==> config.mk <==
export PLATFORM = sky130hd
export DESIGN_NAME = axi_lite_slave_regs
export DESIGN_NICKNAME = d
export VERILOG_FILES = /design/src/rtl/axi_lite_pkg.sv /design/src/rtl/axi_lite_regfile.sv /design/src/rtl/axi_lite_slave_regs.sv
export SDC_FILE = /design/constraint.sdc
export NUM_CORES = 1
export LEC_CHECK = 0
export BUFFER_PORTS_ARGS = -buffer_cell sky130_fd_sc_hd__buf_4
export CAP_MARGIN = 20
export CORE_ASPECT_RATIO = 0.8
export CORE_UTILIZATION = 57
export CTS_CLUSTER_SIZE = 10
export DETAILED_ROUTE_END_ITERATION = 6
export PLACE_DENSITY_LB_ADDON = 0.25
export RECOVER_POWER = 50
export SYNTH_ARGS = -nofsm -noshare
export SYNTH_HDL_FRONTEND = slang
export SYNTH_SLANG_ARGS = --single-unit
==> constraint.sdc <==
create_clock -name clk -period 45.7 [get_ports clk]
set_input_delay 4.57 -clock clk [delete_from_list [all_inputs] [get_ports clk]]
set_output_delay 4.57 -clock clk [all_outputs]
set_load 0.1 [all_outputs]
==> src/rtl/axi_lite_pkg.sv <==
// Shared AXI4-Lite types and defaults for the register-bank responder.
package axi_lite_pkg;

    localparam int unsigned AXI_ADDR_W = 8;
    localparam int unsigned AXI_DATA_W = 32;

    typedef logic [1:0] resp_t;

    localparam resp_t RESP_OKAY   = 2'b00;
    localparam resp_t RESP_SLVERR = 2'b10;

    typedef enum logic {
        W_COLLECT,
        W_RESP
    } wstate_t;

endpackage

==> src/rtl/axi_lite_regfile.sv <==
// Register storage: one byte-strobed write port, one combinational read port.
module axi_lite_regfile #(
    parameter int unsigned NUM_REGS = 16,
    parameter int unsigned DATA_W   = 32,
    parameter int unsigned IDX_W    = 4
) (
    input  logic                clk,
    input  logic                rst,
    input  logic                i_we,
    input  logic [IDX_W-1:0]    i_widx,
    input  logic [DATA_W-1:0]   i_wdata,
    input  logic [DATA_W/8-1:0] i_wstrb,
    input  logic [IDX_W-1:0]    i_ridx,
    output logic [DATA_W-1:0]   o_rdata
);

    logic [DATA_W-1:0] r_mem [NUM_REGS];

    always_ff @(posedge clk or posedge rst) begin
        if (rst) begin
            r_mem <= '{default: '0};
        end else if (i_we) begin
            for (int unsigned b = 0; b < DATA_W/8; b++) begin
                if (i_wstrb[b]) begin
                    r_mem[i_widx][8*b +: 8] <= i_wdata[8*b +: 8];
                end
            end
        end
    end

    assign o_rdata = r_mem[i_ridx];

endmodule

==> src/rtl/axi_lite_slave_regs.sv <==
// AXI4-Lite responder over a bank of memory-mapped registers.
module axi_lite_slave_regs
    import axi_lite_pkg::*;
#(
    parameter int unsigned ADDR_W   = AXI_ADDR_W,
    parameter int unsigned DATA_W   = AXI_DATA_W,
    parameter int unsigned NUM_REGS = 16
) (
    input  logic                clk,
    input  logic                rst,
    input  logic                awvalid,
    output logic                awready,
    input  logic [ADDR_W-1:0]   awaddr,
    input  logic                wvalid,
    output logic                wready,
    input  logic [DATA_W-1:0]   wdata,
    input  logic [DATA_W/8-1:0] wstrb,
    output logic                bvalid,
    input  logic                bready,
    output logic [1:0]          bresp,
    input  logic                arvalid,
    output logic                arready,
    input  logic [ADDR_W-1:0]   araddr,
    output logic                rvalid,
    input  logic                rready,
    output logic [DATA_W-1:0]   rdata,
    output logic [1:0]          rresp
);

    localparam int unsigned IDX_W  = ADDR_W - 2;
    localparam int unsigned RIDX_W = (NUM_REGS > 1) ? $clog2(NUM_REGS) : 1;
    localparam int unsigned STRB_W = DATA_W / 8;

    wstate_t             r_wstate;
    wstate_t             w_wstate_nxt;
    logic                r_aw_held;
    logic [IDX_W-1:0]    r_awidx;
    logic                r_w_held;
    logic [DATA_W-1:0]   r_wdata;
    logic [STRB_W-1:0]   r_wstrb;
    resp_t               r_bresp;
    logic                r_rvalid;
    logic [DATA_W-1:0]   r_rdata;
    resp_t               r_rresp;

    logic                w_bvalid;
    logic                w_aw_hs;
    logic                w_w_hs;
    logic                w_ar_hs;
    logic                w_commit;
    logic [IDX_W-1:0]    w_widx;
    logic [DATA_W-1:0]   w_wdata;
    logic [STRB_W-1:0]   w_wstrb;
    logic                w_wr_in_range;
    logic [IDX_W-1:0]    w_ridx;
    logic                w_rd_in_range;
    logic [DATA_W-1:0]   w_rf_rdata;
    logic                w_unused_addr_lsbs;

    assign w_bvalid = (r_wstate == W_RESP);
    assign awready  = !rst && !r_aw_held && !w_bvalid;
    assign wready   = !rst && !r_w_held && !w_bvalid;
    assign arready  = !rst && !r_rvalid;

    assign w_aw_hs  = awvalid && awready;
    assign w_w_hs   = wvalid && wready;
    assign w_ar_hs  = arvalid && arready;

    // Address and data may come from the held copy or from this cycle's handshake.
    assign w_commit = !w_bvalid && (r_aw_held || w_aw_hs) && (r_w_held || w_w_hs);
    assign w_widx   = r_aw_held ? r_awidx : awaddr[ADDR_W-1:2];
    assign w_wdata  = r_w_held ? r_wdata : wdata;
    assign w_wstrb  = r_w_held ? r_wstrb : wstrb;

    assign w_wr_in_range = 32'(w_widx) < NUM_REGS;
    assign w_ridx        = araddr[ADDR_W-1:2];
    assign w_rd_in_range = 32'(w_ridx) < NUM_REGS;

    assign w_unused_addr_lsbs = ^{awaddr[1:0], araddr[1:0]};

    axi_lite_regfile #(
        .NUM_REGS (NUM_REGS),
        .DATA_W   (DATA_W),
        .IDX_W    (RIDX_W)
    ) u_regfile (
        .clk     (clk),
        .rst     (rst),
        .i_we    (w_commit && w_wr_in_range),
        .i_widx  (w_widx[RIDX_W-1:0]),
        .i_wdata (w_wdata),
        .i_wstrb (w_wstrb),
        .i_ridx  (w_ridx[RIDX_W-1:0]),
        .o_rdata (w_rf_rdata)
    );

    always_ff @(posedge clk or posedge rst) begin
        if (rst) begin
            r_wstate <= W_COLLECT;
        end else begin
            r_wstate <= w_wstate_nxt;
        end
    end

    always_comb begin
        w_wstate_nxt = r_wstate;
        case (r_wstate)
            W_COLLECT: if (w_commit) w_wstate_nxt = W_RESP;
            W_RESP:    if (bready)   w_wstate_nxt = W_COLLECT;
            default:                 w_wstate_nxt = W_COLLECT;
        endcase
    end

    always_ff @(posedge clk or posedge rst) begin
        if (rst) begin
            r_aw_held <= 1'b0;
            r_awidx   <= '0;
            r_w_held  <= 1'b0;
            r_wdata   <= '0;
            r_wstrb   <= '0;
            r_bresp   <= RESP_OKAY;
            r_rvalid  <= 1'b0;
            r_rdata   <= '0;
            r_rresp   <= RESP_OKAY;
        end else begin
            if (w_commit) begin
                r_aw_held <= 1'b0;
                r_w_held  <= 1'b0;
                r_bresp   <= w_wr_in_range ? RESP_OKAY : RESP_SLVERR;
            end else begin
                if (w_aw_hs) begin
                    r_aw_held <= 1'b1;
                    r_awidx   <= awaddr[ADDR_W-1:2];
                end
                if (w_w_hs) begin
                    r_w_held <= 1'b1;
                    r_wdata  <= wdata;
                    r_wstrb  <= wstrb;
                end
            end

            // Regfile read is combinational, so a same-edge write yields the old value.
            if (w_ar_hs) begin
                r_rvalid <= 1'b1;
                r_rdata  <= w_rd_in_range ? w_rf_rdata : '0;
                r_rresp  <= w_rd_in_range ? RESP_OKAY : RESP_SLVERR;
            end else if (r_rvalid && rready) begin
                r_rvalid <= 1'b0;
            end
        end
    end

    assign bvalid = w_bvalid;
    assign bresp  = r_bresp;
    assign rvalid = r_rvalid;
    assign rdata  = r_rdata;
    assign rresp  = r_rresp;

endmodule

==> impl_summary.md <==
Outcome
The flow ran to the end, but the final reports show violations. The checks that failed: max-capacitance violations, max-slew violations.

Clock tree
After clock tree synthesis, the flow added hold-fix buffers numbering 0. The maximum root-to-sink buffer count is 3. The number of buffers inserted by post-CTS setup repair is 0. The clock transition at the registers of the reported paths is 0.05 ns. Gates resized during post-CTS repair numbered 0. The H-tree was split into 3 levels. TritonCTS built the clock tree. Clock tree synthesis selected as its root buffer the cell clkbuf_16. The clock reaches the later pin of the worst-skew pair after about 0.6 ns.

The TritonCTS sink count is around 590. TritonCTS created around 70 clock buffers.

Synth
The leading cell type by number of instances after synthesis is dfrtp_1. Synthesis instantiated 37 different standard cells from the library. In the synthesized netlist, the cells that appear most often are 592 x dfrtp_1, 591 x mux2_2, 96 x mux4_2.

The share of the Yosys chip area taken by registers is 0.544. After synthesis, the share of flip-flops with an asynchronous set or reset is 1.00. The share of synthesized area in the top cell type comes to 0.544.

The count of yosys warnings during synthesis is 0. The most common flop cell mapped by yosys is dfrtp_1. The largest total area in the synthesized netlist belongs to dfrtp_1. The mean instance size in the synthesized netlist is approximately 15 sq um. Counting flops with a built-in enable in the synthesized netlist gives 0. In the post-synthesis netlist, the biggest area contributors are dfrtp_1 54%, mux2_2 24%, mux4_2 7.9%, mux2i_1 2.4%, a22oi_1 1.8%.

Counting every instance in the synthesized netlist gives roughly 1800. The number of flip-flops and latches in the synthesized netlist is just under 600. In this run the cell area of the synthesized design comes to 27200 sq um.

Cells and area
The summed area of non-filler cells in the final layout is about 30000 sq um. The synthesis-to-finish area growth is 9.85%. The count of nets after finishing is 1901. The proportion of layout cells with a drive suffix above 1 is 0.472. 0 antenna diodes ended up in the layout.

The number of fill cells is between 3000 and 4000. In the final layout, flip-flops and latches occupy 14800 sq um. The area occupied by multi-input gates is about 12000 sq um.

STA
The number of hold violations in the final report is 0. The final max-slew violation count is 690. The worst clock skew is 0.0141 ns. The worst slew slack as a fraction of its limit is -2.90. Setup violations remaining at the end of the flow were counted as 0.

Setup repair after global routing left no endpoint under its margin. Dividing the final minimum period by the clock period gives 0.267. Setup total negative slack on the finished layout was measured at 0 ns. The worst path needs ~12 ns of the cycle, external delays included. The highest clock rate is just over 0.08 GHz.

The slew at the pin closest to its max-slew limit is a little under 6 ns.

Critical path
The critical path is of the in2async type. The arrival time of data at the critical path endpoint is around 13 ns. The critical path endpoint category is an asynchronous set/reset pin. Of all nets on the critical path, the largest fanout is 133. For this design, the slowest cell found on the critical path is clkinvlp_2.

The maximum cell stage delay along the critical path is between 3 and 4 ns. The most prevalent standard cell on the critical path is clkbuf_1. The data required time at the worst endpoint is roughly 46 ns. The critical path goes through clkbuf_1 > clkinvlp_2 > clkbuf_1 > clkbuf_1.

The cell count of the worst reg-to-reg path is 5. The sort of element at the start of the critical path is a primary input.

Floorplanning
The boundary pin count is 100. The area inside the core boundary is 47100 sq um. After floorplanning, the core was divided into 71 placement rows. The overall die height is between 150 and 200 microns.

The floorplan die width is approximately 250 microns. The area enclosed by the die boundary is a little under 50000 sq um. The initial utilization of the core area, before any placement, comes to 0.578.

GRT
The via count of the first global-routing pass is roughly 16000. The first global-routing pass estimated 97300 microns of wire. The initial antenna violation count is 0. Summed over all layers, the global routing overflow is 0.

The global-route total usage across every layer is 0.265. Entering global routing, the biggest net connects about 130 pins.

Power
The power per cell area is roughly 49 nW/um^2. Across the VDD grid, the largest voltage drop is between 30 and 40 uV. In this run the static leakage power is roughly 14 nW.

Detailed routing
In this run, the number of DRC markers left after iteration 0 of detailed routing was ~1100. The number of detailed-route iterations in the first pass is 5. In the final routed layout, each cell accounts on average for around 25 microns. Once detail routing completed, the nets flagged for antenna violations numbered 0. The detail-routed via count per cell is approximately 6.4. Summed over all layers, the routed wires come to roughly 62000 microns. For this run, design rule violations remaining after detail routing come to 0. The total number of vias is approximately 16000.

Place
The number of input and output port buffers inserted is 93. The placed standard-cell area is roughly 28000 sq um. The total half-perimeter wirelength after legalization and detailed placement is approximately 38000 microns. The congestion estimate from routability-driven global placement came to between 0.8 and 0.9.

Min path
Along the worst hold path, the cell count comes to 1. The type of the most critical hold path is reg2reg.

Job
Across the run, the number of max-cap violations was 24.
-- cells by family (layout without fill, tap and decap cells) --
group                  Yosys count  count (layout)  share of synthesized area
AOI/OAI and AO/OA              126             126                     0.0329
buffers and inverters          130             205                     0.0197
DFF                            592             592                      0.544
muxes                          783             783                      0.361
other                            1               2                   0.000138
and+or+nand+nor                139             139                     0.0423
-- final timing paths --
kind,from,endpoint,slack [ns]
min,u_regfile.r_mem[445],u_regfile.r_mem[445],0.48
max reg2reg,r_w_held,u_regfile.r_mem[243],39.71
max in group clk,rst,awready,35.61
min in group asynchronous,rst,r_w_held,5.92
max,rst,u_regfile.r_mem[422],33.51
min reg2reg,u_regfile.r_mem[445],u_regfile.r_mem[445],0.48
-- routing by layer --
| metal | track usage | vias to the layer above | wire [microns] |
|---|---|---|---|
| met4 | 0.0738 | 0 | 1490 |
| met5 | 0 | - | 0 |
| li1 | - | 6779 | - |
| met3 | 0.0503 | 107 | 3240 |
| met2 | 0.411 | 371 | 29400 |
| met1 | 0.385 | 8434 | 28100 |
-- stage by stage --
stage / utilization / instances / hold WS [ns] / power [mW] / worst slack [ns]
finish: 0.635 / 2467 / 0.484 / 1.47 / 33.51
global route: 0.635 / 2467 / 0.492 / 1.54 / 31.73
CTS: 0.642 / 2457 / 0.486 / 1.49 / 35.62
detailed placement: 0.603 / 2381 / 0.474 / 1.02 / 35.62
global placement: 0.603 / 2379 / 0.462 / 0.994 / 35.63
floorplan: - / 1772 / 0.452 / 0.935 / 24.56
-- layout make-up --
class / count / area share
multi-input cells: 1050 / 0.391
well taps: 620 / 0.0259
clock buffers: 74 / 0.0598
clock inverters: 2 / 0.000586
inverters: 4 / 0.000544
repair buffers: 125 / 0.0268
flip-flops and latches: 592 / 0.495
-- registers in the layout, summed over array words and instances (netlist names) --
name and cells:
r_w_held 1, r_awidx 6, bvalid 1, rresp 1
u_regfile.r_mem 512, r_aw_held 1, bresp 1, rvalid 1
rdata 32, r_wdata 32, r_wstrb 4
-- worst max-delay path: cells and delay by family --
family                 cells  cell delay, ns
buffers and inverters      4            7.81
-- report_power, final --
part | leakage [nW] | internal (mW) | switching, mW
registers | 8.13 | 0.628 | 0.0547
logic | 5.33 | 0.142 | 0.175
clock network | 0.887 | 0.273 | 0.197
total | 14.4 | 1.04 | 0.427
-- placed cells by master, fill, tap and decap left out, drive strengths merged --
master and n:
and3b 6, o221ai 1, inv 4, clkinv 1, nor2b 4, a21oi 1, and2 1, conb 2
o211ai 32, clkinvlp 1, or3b 1, nand2 35, mux2i 64, or4 16, clkbuf 124, nor4b 2
buf 75, a22oi 64, o21ai 16, mux4 96, nand3 1, dfrtp 592, nor4 1, nor3b 8
nor3 53, and3 2, mux2 623, nor2 9, o22ai 12
Note: power is estimated with default switching activity, not from simulation.
